===== src/rtl/pipe_hazard_ctrl.sv =====
// pipe_hazard_ctrl
//   Generates the enable/clear controls for the F/D/E/M/W pipeline
//   registers (en=1 loads d, clear=1 loads 0). It merges four hazard sources:
//   load-use stalls, D-stage redirects, multi-cycle MDU stalls and M-stage
//   exception flushes. A small FSM and a shared counter track MDU occupancy,
//   which is bounded by a watchdog, and the length of an exception flush.
//
// Ports
//   clk          clock; all state updates on posedge
//   rst          synchronous reset, active-low
//   lw_hazard_d  load in E feeds an operand of the instruction in D
//   redirect_d   D-stage branch/jump taken; drop the wrong-path fetch
//   mdu_start_e  multi-cycle mul/div is in E this cycle
//   mdu_done     MDU result valid (single-cycle pulse)
//   exc_m        exception or eret committed in M
//   en_f..en_w   pipeline register enables
//   clr_d..clr_w pipeline register clears (F is never cleared)
//   mdu_cancel   one-cycle pulse that aborts an in-flight MDU operation
//   mdu_busy     high while waiting on the MDU
//   mdu_timeout  sticky watchdog flag; cleared only by reset

module pipe_hazard_ctrl #(
    parameter int unsigned MDU_MAX_CYC = 40,
    parameter int unsigned EXC_CYC     = 2,
    parameter int unsigned CNT_W       = 6
) (
    input  logic clk,
    input  logic rst,
    input  logic lw_hazard_d,
    input  logic redirect_d,
    input  logic mdu_start_e,
    input  logic mdu_done,
    input  logic exc_m,
    output logic en_f,
    output logic en_d,
    output logic en_e,
    output logic en_m,
    output logic en_w,
    output logic clr_d,
    output logic clr_e,
    output logic clr_m,
    output logic clr_w,
    output logic mdu_cancel,
    output logic mdu_busy,
    output logic mdu_timeout
);

    typedef enum logic [1:0] {
        RUN       = 2'd0,
        MDU_WAIT  = 2'd1,
        EXC_FLUSH = 2'd2
    } state_e;

    // Counter value loaded on an exception, and the last MDU wait cycle
    // before the watchdog forces a release.
    localparam logic [CNT_W-1:0] EXC_LOAD = CNT_W'(EXC_CYC - 1);
    localparam logic [CNT_W-1:0] MDU_LAST = CNT_W'(MDU_MAX_CYC - 1);
    // A one-cycle flush is fully covered by the exception cycle itself.
    localparam state_e EXC_NEXT = (EXC_CYC > 1) ? EXC_FLUSH : RUN;

    state_e           state_q, state_d;
    logic [CNT_W-1:0] cnt_q, cnt_d;
    logic             timeout_q, timeout_d;
    logic [CNT_W-1:0] cnt_inc, cnt_dec;

    // Saturating step values for the shared counter.
    assign cnt_inc = (cnt_q == '1) ? cnt_q : cnt_q + CNT_W'(1);
    assign cnt_dec = (cnt_q == '0) ? cnt_q : cnt_q - CNT_W'(1);

    // State register
    always_ff @(posedge clk) begin
        if (!rst) begin
            state_q   <= RUN;
            cnt_q     <= '0;
            timeout_q <= 1'b0;
        end else begin
            state_q   <= state_d;
            cnt_q     <= cnt_d;
            timeout_q <= timeout_d;
        end
    end

    // Next-state logic
    always_comb begin
        state_d   = state_q;
        cnt_d     = cnt_q;
        timeout_d = timeout_q;
        case (state_q)
            RUN: begin
                if (exc_m) begin
                    state_d = EXC_NEXT;
                    cnt_d   = EXC_LOAD;
                end else if (mdu_start_e) begin
                    state_d = MDU_WAIT;
                    cnt_d   = '0;
                end
            end
            MDU_WAIT: begin
                if (exc_m) begin
                    state_d = EXC_NEXT;
                    cnt_d   = EXC_LOAD;
                end else if (mdu_done) begin
                    state_d = RUN;
                    cnt_d   = '0;
                end else if (cnt_q >= MDU_LAST) begin
                    state_d   = RUN;
                    cnt_d     = '0;
                    timeout_d = 1'b1;
                end else begin
                    cnt_d = cnt_inc;
                end
            end
            EXC_FLUSH: begin
                if (exc_m) begin
                    state_d = EXC_NEXT;
                    cnt_d   = EXC_LOAD;
                end else begin
                    // Leave once the decremented count reaches zero, so the
                    // total cleared cycles including the exception cycle
                    // equal EXC_CYC.
                    cnt_d = cnt_dec;
                    if (cnt_dec == '0) begin
                        state_d = RUN;
                    end
                end
            end
            default: begin
                state_d = RUN;
                cnt_d   = '0;
            end
        endcase
    end

    // Output logic (Mealy)
    always_comb begin
        en_f       = 1'b1;
        en_d       = 1'b1;
        en_e       = 1'b1;
        en_m       = 1'b1;
        en_w       = 1'b1;
        clr_d      = 1'b0;
        clr_e      = 1'b0;
        clr_m      = 1'b0;
        clr_w      = 1'b0;
        mdu_cancel = 1'b0;
        mdu_busy   = 1'b0;
        if (!rst) begin
            clr_d = 1'b1;
            clr_e = 1'b1;
            clr_m = 1'b1;
            clr_w = 1'b1;
        end else begin
            case (state_q)
                RUN: begin
                    if (exc_m) begin
                        clr_d = 1'b1;
                        clr_e = 1'b1;
                        clr_m = 1'b1;
                    end else if (mdu_start_e) begin
                        en_f  = 1'b0;
                        en_d  = 1'b0;
                        en_e  = 1'b0;
                        clr_m = 1'b1;
                    end else if (lw_hazard_d) begin
                        // Stall outranks redirect; the redirect is seen
                        // again once the stall resolves.
                        en_f  = 1'b0;
                        en_d  = 1'b0;
                        clr_e = 1'b1;
                    end else if (redirect_d) begin
                        clr_d = 1'b1;
                    end
                end
                MDU_WAIT: begin
                    mdu_busy = 1'b1;
                    if (exc_m) begin
                        clr_d      = 1'b1;
                        clr_e      = 1'b1;
                        clr_m      = 1'b1;
                        mdu_cancel = 1'b1;
                    end else if (mdu_done) begin
                        // E advances with the MDU result.
                    end else if (cnt_q >= MDU_LAST) begin
                        mdu_cancel = 1'b1;
                    end else begin
                        en_f  = 1'b0;
                        en_d  = 1'b0;
                        en_e  = 1'b0;
                        clr_m = 1'b1;
                    end
                end
                EXC_FLUSH: begin
                    clr_d = 1'b1;
                    clr_e = 1'b1;
                    clr_m = 1'b1;
                end
                default: begin
                end
            endcase
        end
    end

    assign mdu_timeout = timeout_q;

endmodule


===== config.mk =====
export PLATFORM = sky130hd
export DESIGN_NAME = pipe_hazard_ctrl
export DESIGN_NICKNAME = d
export VERILOG_FILES = /design/src/rtl/pipe_hazard_ctrl.sv
export SDC_FILE = /design/constraint.sdc
export NUM_CORES = 1
export LEC_CHECK = 0
export BUFFER_PORTS_ARGS = -buffer_cell sky130_fd_sc_hd__buf_2
export CORE_MARGIN = 2
export CORE_UTILIZATION = 45
export DETAILED_ROUTE_END_ITERATION = 6
export PLACE_DENSITY = 0.67
export SETUP_SLACK_MARGIN = 0.05
export SYNTH_ARGS = -nofsm -noshare
export SYNTH_HDL_FRONTEND = slang
export SYNTH_SLANG_ARGS = --single-unit
export TNS_END_PERCENT = 100

===== constraint.sdc =====
create_clock -name clk -period 2.1 [get_ports clk]
set_clock_uncertainty 0.15 [all_clocks]
set_input_delay 0.105 -clock clk [delete_from_list [all_inputs] [get_ports clk]]
set_output_delay 0.105 -clock clk [all_outputs]
set_load 0.005 [all_outputs]

==> results of run 1 <==
[stage by stage]
stage          hold WS [ps]  power, mW
2_1_floorplan           140      0.402
3_3_place_gp            278      0.517
3_5_place_dp            282      0.519
4_1_cts                56.1      0.682
5_1_grt                98.3      0.743
6_report               60.5      0.700
[final timing paths]
kind | start | endpoint | cells past startpoint
setup / recovery | cnt_q[0]$_SDFFE_PN0P_ | clr_m | 7
hold / removal | exc_m | state_q[1]$_SDFFE_PN0P_ | 3
setup reg to reg | cnt_q[0]$_SDFFE_PN0P_ | state_q[0]$_SDFFE_PN0P_ | 5
hold reg to reg | mdu_timeout$_SDFFE_PN0P_ | mdu_timeout$_SDFFE_PN0P_ | 2
[metal layers]
| layer | share of wire [%] | up-vias | track usage, % |
|---|---|---|---|
| li1 | - | 580 | - |
| met3 | 9.4 | 13 | 2.63 |
| met5 | 0 | - | 0 |
| met4 | 1.9 | 0 | 5.26 |
| met2 | 49 | 78 | 42.1 |
| met1 | 40 | 536 | 33.2 |
[kinds of logic after synthesis]
group           Yosys count  share of synthesized area (%)
buf+inv                  20                           8.67
flops                     9                           17.8
xor+xnor                  1                          0.868
simple gates             64                           33.0
mux                       1                          0.991
compound gates           42                           28.4
other cells               1                          0.371
fa+ha+maj                 8                           9.91
[layout by cell type (no fill, tap or decap), types with 4 or more instances in the layout]
cell      synthesis  final
nand3_1           4      4
inv_1            10      9
a21oi_1           7      6
nor2_1           12     12
buf_4             3     15
o211ai_1          4      4
ha_1              8      5
nand2_1          17     17
buf_2             1     16
o21ai_0          12      9
dfxtp_1           9      6
[flip-flops by register name (all words and copies together) (netlist names)]
| name | flops |
|---|---|
| cnt_q | 6 |
| state_q | 2 |
| mdu_timeout | 1 |
[final cells by class]
| cell class | count | area (µm²) | share of cell area [%] |
|---|---|---|---|
| Sequential cell | 9 | 184 | 14.3 |
| Clock buffer | 4 | 26.3 | 2.05 |
| Tap cell | 28 | 35.0 | 2.73 |
| Multi-Input combinational cell | 118 | 797 | 62.1 |
| Timing Repair Buffer | 32 | 203 | 15.8 |
| Inverter | 10 | 37.5 | 2.93 |
[power breakdown]
group          switching (mW)  internal (mW)  leakage [nW]  total, mW
clock                  0.0683         0.0735        0.0150      0.142
sequential             0.0136          0.182        0.0744      0.195
combinational           0.198          0.165         0.462      0.363
[timing repair]
action | 4_1_cts | 5_1_grt
pin swaps | 1 | 0
hold endpoints to repair | 1 | 0
gates resized for setup | 12 | 9
hold buffers | 1 | 0
setup endpoints to repair | 6 | 8
setup buffers | 0 | 0
[worst min-delay path, delay by kind of cell]
kind            cells  cell delay, ps
simple gates        1              90
buf+inv             1             150
compound gates      1              90
==> reports/results.ini, run 1 <==
[drt]
dr.pass1.iters = 5
detail_route.wl_per_cell_um = 15.0
vias = 1207
totalWireLength_mm = 3.02
drc_errors = 0
vias_per_cell = 6.00
drtIter0Drc = 73
postRouteAntennaNets = 0

[floorplanning]
dieArea_mm2 = 0.00264
start_util_pct = 46.5
ios = 19
rows = 17
die_y_um = 51.4
core_mm2 = 0.00217
fp.dieW_um = 51.4

[timing]
tns_ps = 0
tightestPinTransition_ps = 513
finalCritPeriodShare_pct = 95.2
fin_ws_ps = 100
slew_headroom_pct = 65.7
hold_violations = 0
drv_slew = 0
rsz0062_at_grt = yes
period_needed_ps = 2000
setup_viol = 0
max_freq_mhz = 500

[setup_path]
critPathBufInv = 1
required_ps = 1850
max_stage_delay_ps = 360
arrival_ps = 1740
critPathMaxFanout = 7
crit_path_cell_trace = ha_2 -> o21a_1 -> o21ai_2 -> and2_4 -> o21ai_1 -> o211ai_1 -> buf_2
critPathSlowestCell = dfxtp_2
cp-end-kind = output port
crit_family = compound AO/OA/AOI/OAI gates
rrSetupSlack_ps = 130
startpoint_type = flip-flop
worstSetupPathType = flip-flop to output port

[grt]
grt_max_degree = 15
gr-total-overflow = 0
grt_pass1_wl_mm = 5.00
track_usage_pct = 24.6
grt_pass1_vias = 1075
grt_antenna_before_repair = 0

[synthesis]
synth_top_area_share_pct = 17.8
yosys_warnings = 0
ys_seq_elements = 9
synth_edf_count = 0
synth_cell_type_count = 44
synth_largest_area_cell = dfxtp_1
ys.flop_type = dfxtp_1
syn_avg_cell_area_um2 = 6.92
syn_inst = 146
synth-async-reset-ratio_pct = 0
yosysSeqAreaShare_pct = 17.8
yosysMostFrequentCell = nand2_1
syn_area_mm2 = 0.00101
ys_top_cells_by_count = nand2_1 (17), nor2_1 (12), o21ai_0 (12)
synthTopCellsByArea = dfxtp_1 (18%), ha_1 (9.9%), nand2_1 (6.3%), o21ai_0 (5.9%), nor2_1 (4.5%)

[power]
power_density_mw_per_mm2 = 546
peakVddDrop_mv = 0.327
leakage_nw = 0.552

[clocking]
clk_pin_slew_worst_paths_ps = 70
cts_tree = done
clock-sinks = 9
clock-root-buffer = clkbuf_4
insertion_delay_ps = 270
clock_path_buffers = 2
cts_buffers = 3
htreeDepth = 1

[finish]
drive_above_1_share_pct = 31.8
syn_to_final_growth_pct = 27.0
utilization_pct = 59.1
layout.nets = 189
instances_no_fill = 201
fillers = 213
final_area_mm2 = 0.00128
diodes = 0

[run]
maxCapViolations = 0

[place]
postPlaceCellArea_mm2 = 0.00119
port_buffers = 16
place_worst_setup_slack_ps = 40.5
dp_cells = 196
place.gp.congestion = 0.888
hpwl_mm = 2.27

[hold_path]
hold_class = input port to flip-flop

[status]
status = complete, no violations

Power figures use the tool's default switching activity.
==> run 2: changes to the inputs <==
--- a/config.mk
+++ b/config.mk
@@ -8,6 +8,7 @@
 export BUFFER_PORTS_ARGS = -buffer_cell sky130_fd_sc_hd__buf_2
 export CORE_MARGIN = 2
 export CORE_UTILIZATION = 45
+export CTS_BUF_LIST = sky130_fd_sc_hd__clkbuf_8 sky130_fd_sc_hd__clkbuf_16
 export DETAILED_ROUTE_END_ITERATION = 6
 export PLACE_DENSITY = 0.67
 export SETUP_SLACK_MARGIN = 0.05
==> run 2 against run 1 <==
Maximum frequency rose by 1.1%. Combinational power up 3%. Hold slack worse by 24 ps. Die area is the same. Setup slack gained 22 ps. Register-to-register slack about the same. Largest cell class unchanged.
==> reports/results.ini, run 2 (synthesis results as in run 1) <==
[status]
status = complete, no violations

[finish]
multiInputGateArea_um2 = 830  ; +4.1%
syn_to_final_growth_pct = 31.6
layout_common_cells = nand2_1 (16), buf_2 (16), buf_4 (15)
ff_latch_area_um2 = 189  ; +2.7%
largest_register = cnt_q
diodes = 0  ; unchanged
fillers = 208  ; -2.3%
drive_above_1_share_pct = 33.1  ; +1.3 points
final_area_mm2 = 0.00133  ; +3.6%
layout.nets = 188  ; -0.53%
largest_register_ffs = 6  ; unchanged

[clocking]
cts_buffers = 3  ; unchanged
post_cts_buffers = 0  ; unchanged
clock_path_buffers = 2  ; unchanged
htreeDepth = 1  ; unchanged
clock-root-buffer = clkbuf_8
clock-sinks = 9  ; unchanged
ctsHoldBuffers = 0  ; -1
cts_tree = done
clk_pin_slew_worst_paths_ps = 50  ; -20 ps
insertion_delay_ps = 240  ; -30 ps

[power]
p_comb_share_pct = 48.2  ; -3.7 points
p_sw_mw = 0.296  ; +5.9%
internal-power_mw = 0.481  ; +15%
leakage_nw = 0.565  ; +2.4%
finalPower_mw = 0.778  ; +11%
pwr-share-clk_pct = 26.5  ; +6.3 points
power_density_mw_per_mm2 = 585  ; +7.2%
peakVddDrop_mv = 0.393  ; +20%
seqPwrFrac_pct = 25.3  ; -2.6 points
swShare_pct = 38.1  ; -1.9 points

[timing]
tightestPinTransition_ps = 535  ; +22.7 ps
slew_headroom_pct = 64.2  ; -1.5 points
hold_violations = 0  ; unchanged
rsz0062_at_grt = yes
period_needed_ps = 1980  ; -21.7 ps
tns_ps = 0  ; unchanged
setup_viol = 0  ; unchanged
drv_slew = 0  ; unchanged
fin_ws_ps = 122  ; +21.7 ps
finalCritPeriodShare_pct = 94.2  ; -1.0 points
max_freq_mhz = 506  ; +1.1%

[floorplanning]
die_y_um = 51.4  ; unchanged
core_mm2 = 0.00217  ; unchanged
fp.dieW_um = 51.4  ; unchanged
start_util_pct = 46.5  ; unchanged
ios = 19  ; unchanged
rows = 17  ; unchanged
dieArea_mm2 = 0.00264  ; unchanged

[drt]
vias_per_cell = 6.18  ; +2.9%
drtIter0Drc = 81  ; +11%
drc_errors = 0  ; unchanged
totalWireLength_mm = 3.15  ; +4.3%
detail_route.wl_per_cell_um = 15.8  ; +4.9%
postRouteAntennaNets = 0  ; unchanged
vias = 1236  ; +2.4%
dr.pass1.iters = 5  ; unchanged

[grt]
grt_pass1_vias = 1054  ; -2.0%
grt_max_degree = 15  ; unchanged
grt_antenna_before_repair = 0  ; unchanged
gr-total-overflow = 0  ; unchanged
track_usage_pct = 24.4  ; -0.24 points
grt_pass1_wl_mm = 4.91  ; -1.8%

[place]
postPlaceCellArea_mm2 = 0.00119  ; unchanged
place_worst_setup_slack_ps = 40.5  ; unchanged
place.gp.congestion = 0.888  ; unchanged
port_buffers = 16  ; unchanged
hpwl_mm = 2.27  ; unchanged

[setup_path]
arrival_ps = 1720  ; -20 ps
startpoint_type = flip-flop
cp-end-kind = output port
rr_worst_depth = 5  ; unchanged
critPathMaxFanout = 7  ; unchanged
worstSetupPathType = flip-flop to output port
required_ps = 1850  ; about the same

[hold_path]
whs_path_depth = 2  ; -1
hold_class = input port to flip-flop

[run]
maxCapViolations = 0  ; unchanged

## run 2: through the flow
step / hold WS (ps) / util (%) / cells
final: 36.1 / 61.2 / 200
after global routing: 46.6 / 61.2 / 200
after CTS: 30.5 / 58.7 / 200
after detailed placement: 282 / 54.9 / 196
after global placement: 278 / 54.9 / 196
after floorplan: 140 / - / 147
## run 2: critical path: stages (launching register included)
cell      delay (ps)
dfxtp_4          370
ha_1             200
o21a_1           190
o21ai_2          190
and2_4           220
o21ai_0           90
o211ai_1          80
buf_2            140
## run 2: per-layer routing
layer / GRT usage (%) / vias up / share of wire, %
li1: - / 579 / -
met1: 32.4 / 563 / 39
met2: 42.1 / 88 / 49
met5: 0 / - / 0
met4: 5.26 / 0 / 1.3
met3: 2.63 / 6 / 10
## run 2: path summary, 6_finish.rpt
| kind | startpoint | endpoint | slack [ps] |
|---|---|---|---|
| worst max-delay path | cnt_q[0]$_SDFFE_PN0P_ | clr_m | 120 |
| worst max register to register | cnt_q[1]$_SDFFE_PN0P_ | state_q[0]$_SDFFE_PN0P_ | 130 |
| worst min-delay path | rst | cnt_q[0]$_SDFFE_PN0P_ | 40 |
| worst min register to register | mdu_timeout$_SDFFE_PN0P_ | mdu_timeout$_SDFFE_PN0P_ | 320 |
## run 2: power groups by stage
stage / Clock (mW) / Combinational [mW] / Sequential (mW)
floorplan: 0 / 0.207 / 0.195
global placement: 0 / 0.322 / 0.196
detailed placement: 0 / 0.322 / 0.197
CTS: 0.208 / 0.345 / 0.195
global route: 0.211 / 0.406 / 0.199
finish: 0.206 / 0.375 / 0.197
## run 2: final cells by class
class / instances / share of cell area, %
Inverter: 10 / 2.82
Clock buffer: 3 / 3.11
Timing Repair Buffer: 31 / 14.5
Sequential cell: 9 / 14.2
Clock inverter: 1 / 0.282
Tap cell: 28 / 2.64
Multi-Input combinational cell: 118 / 62.4
## run 2: timing repair
item | 4_1_cts | 5_1_grt
pin swaps | 1 | 2
setup endpoints to repair | 6 | 7
gates resized for setup | 11 | 17
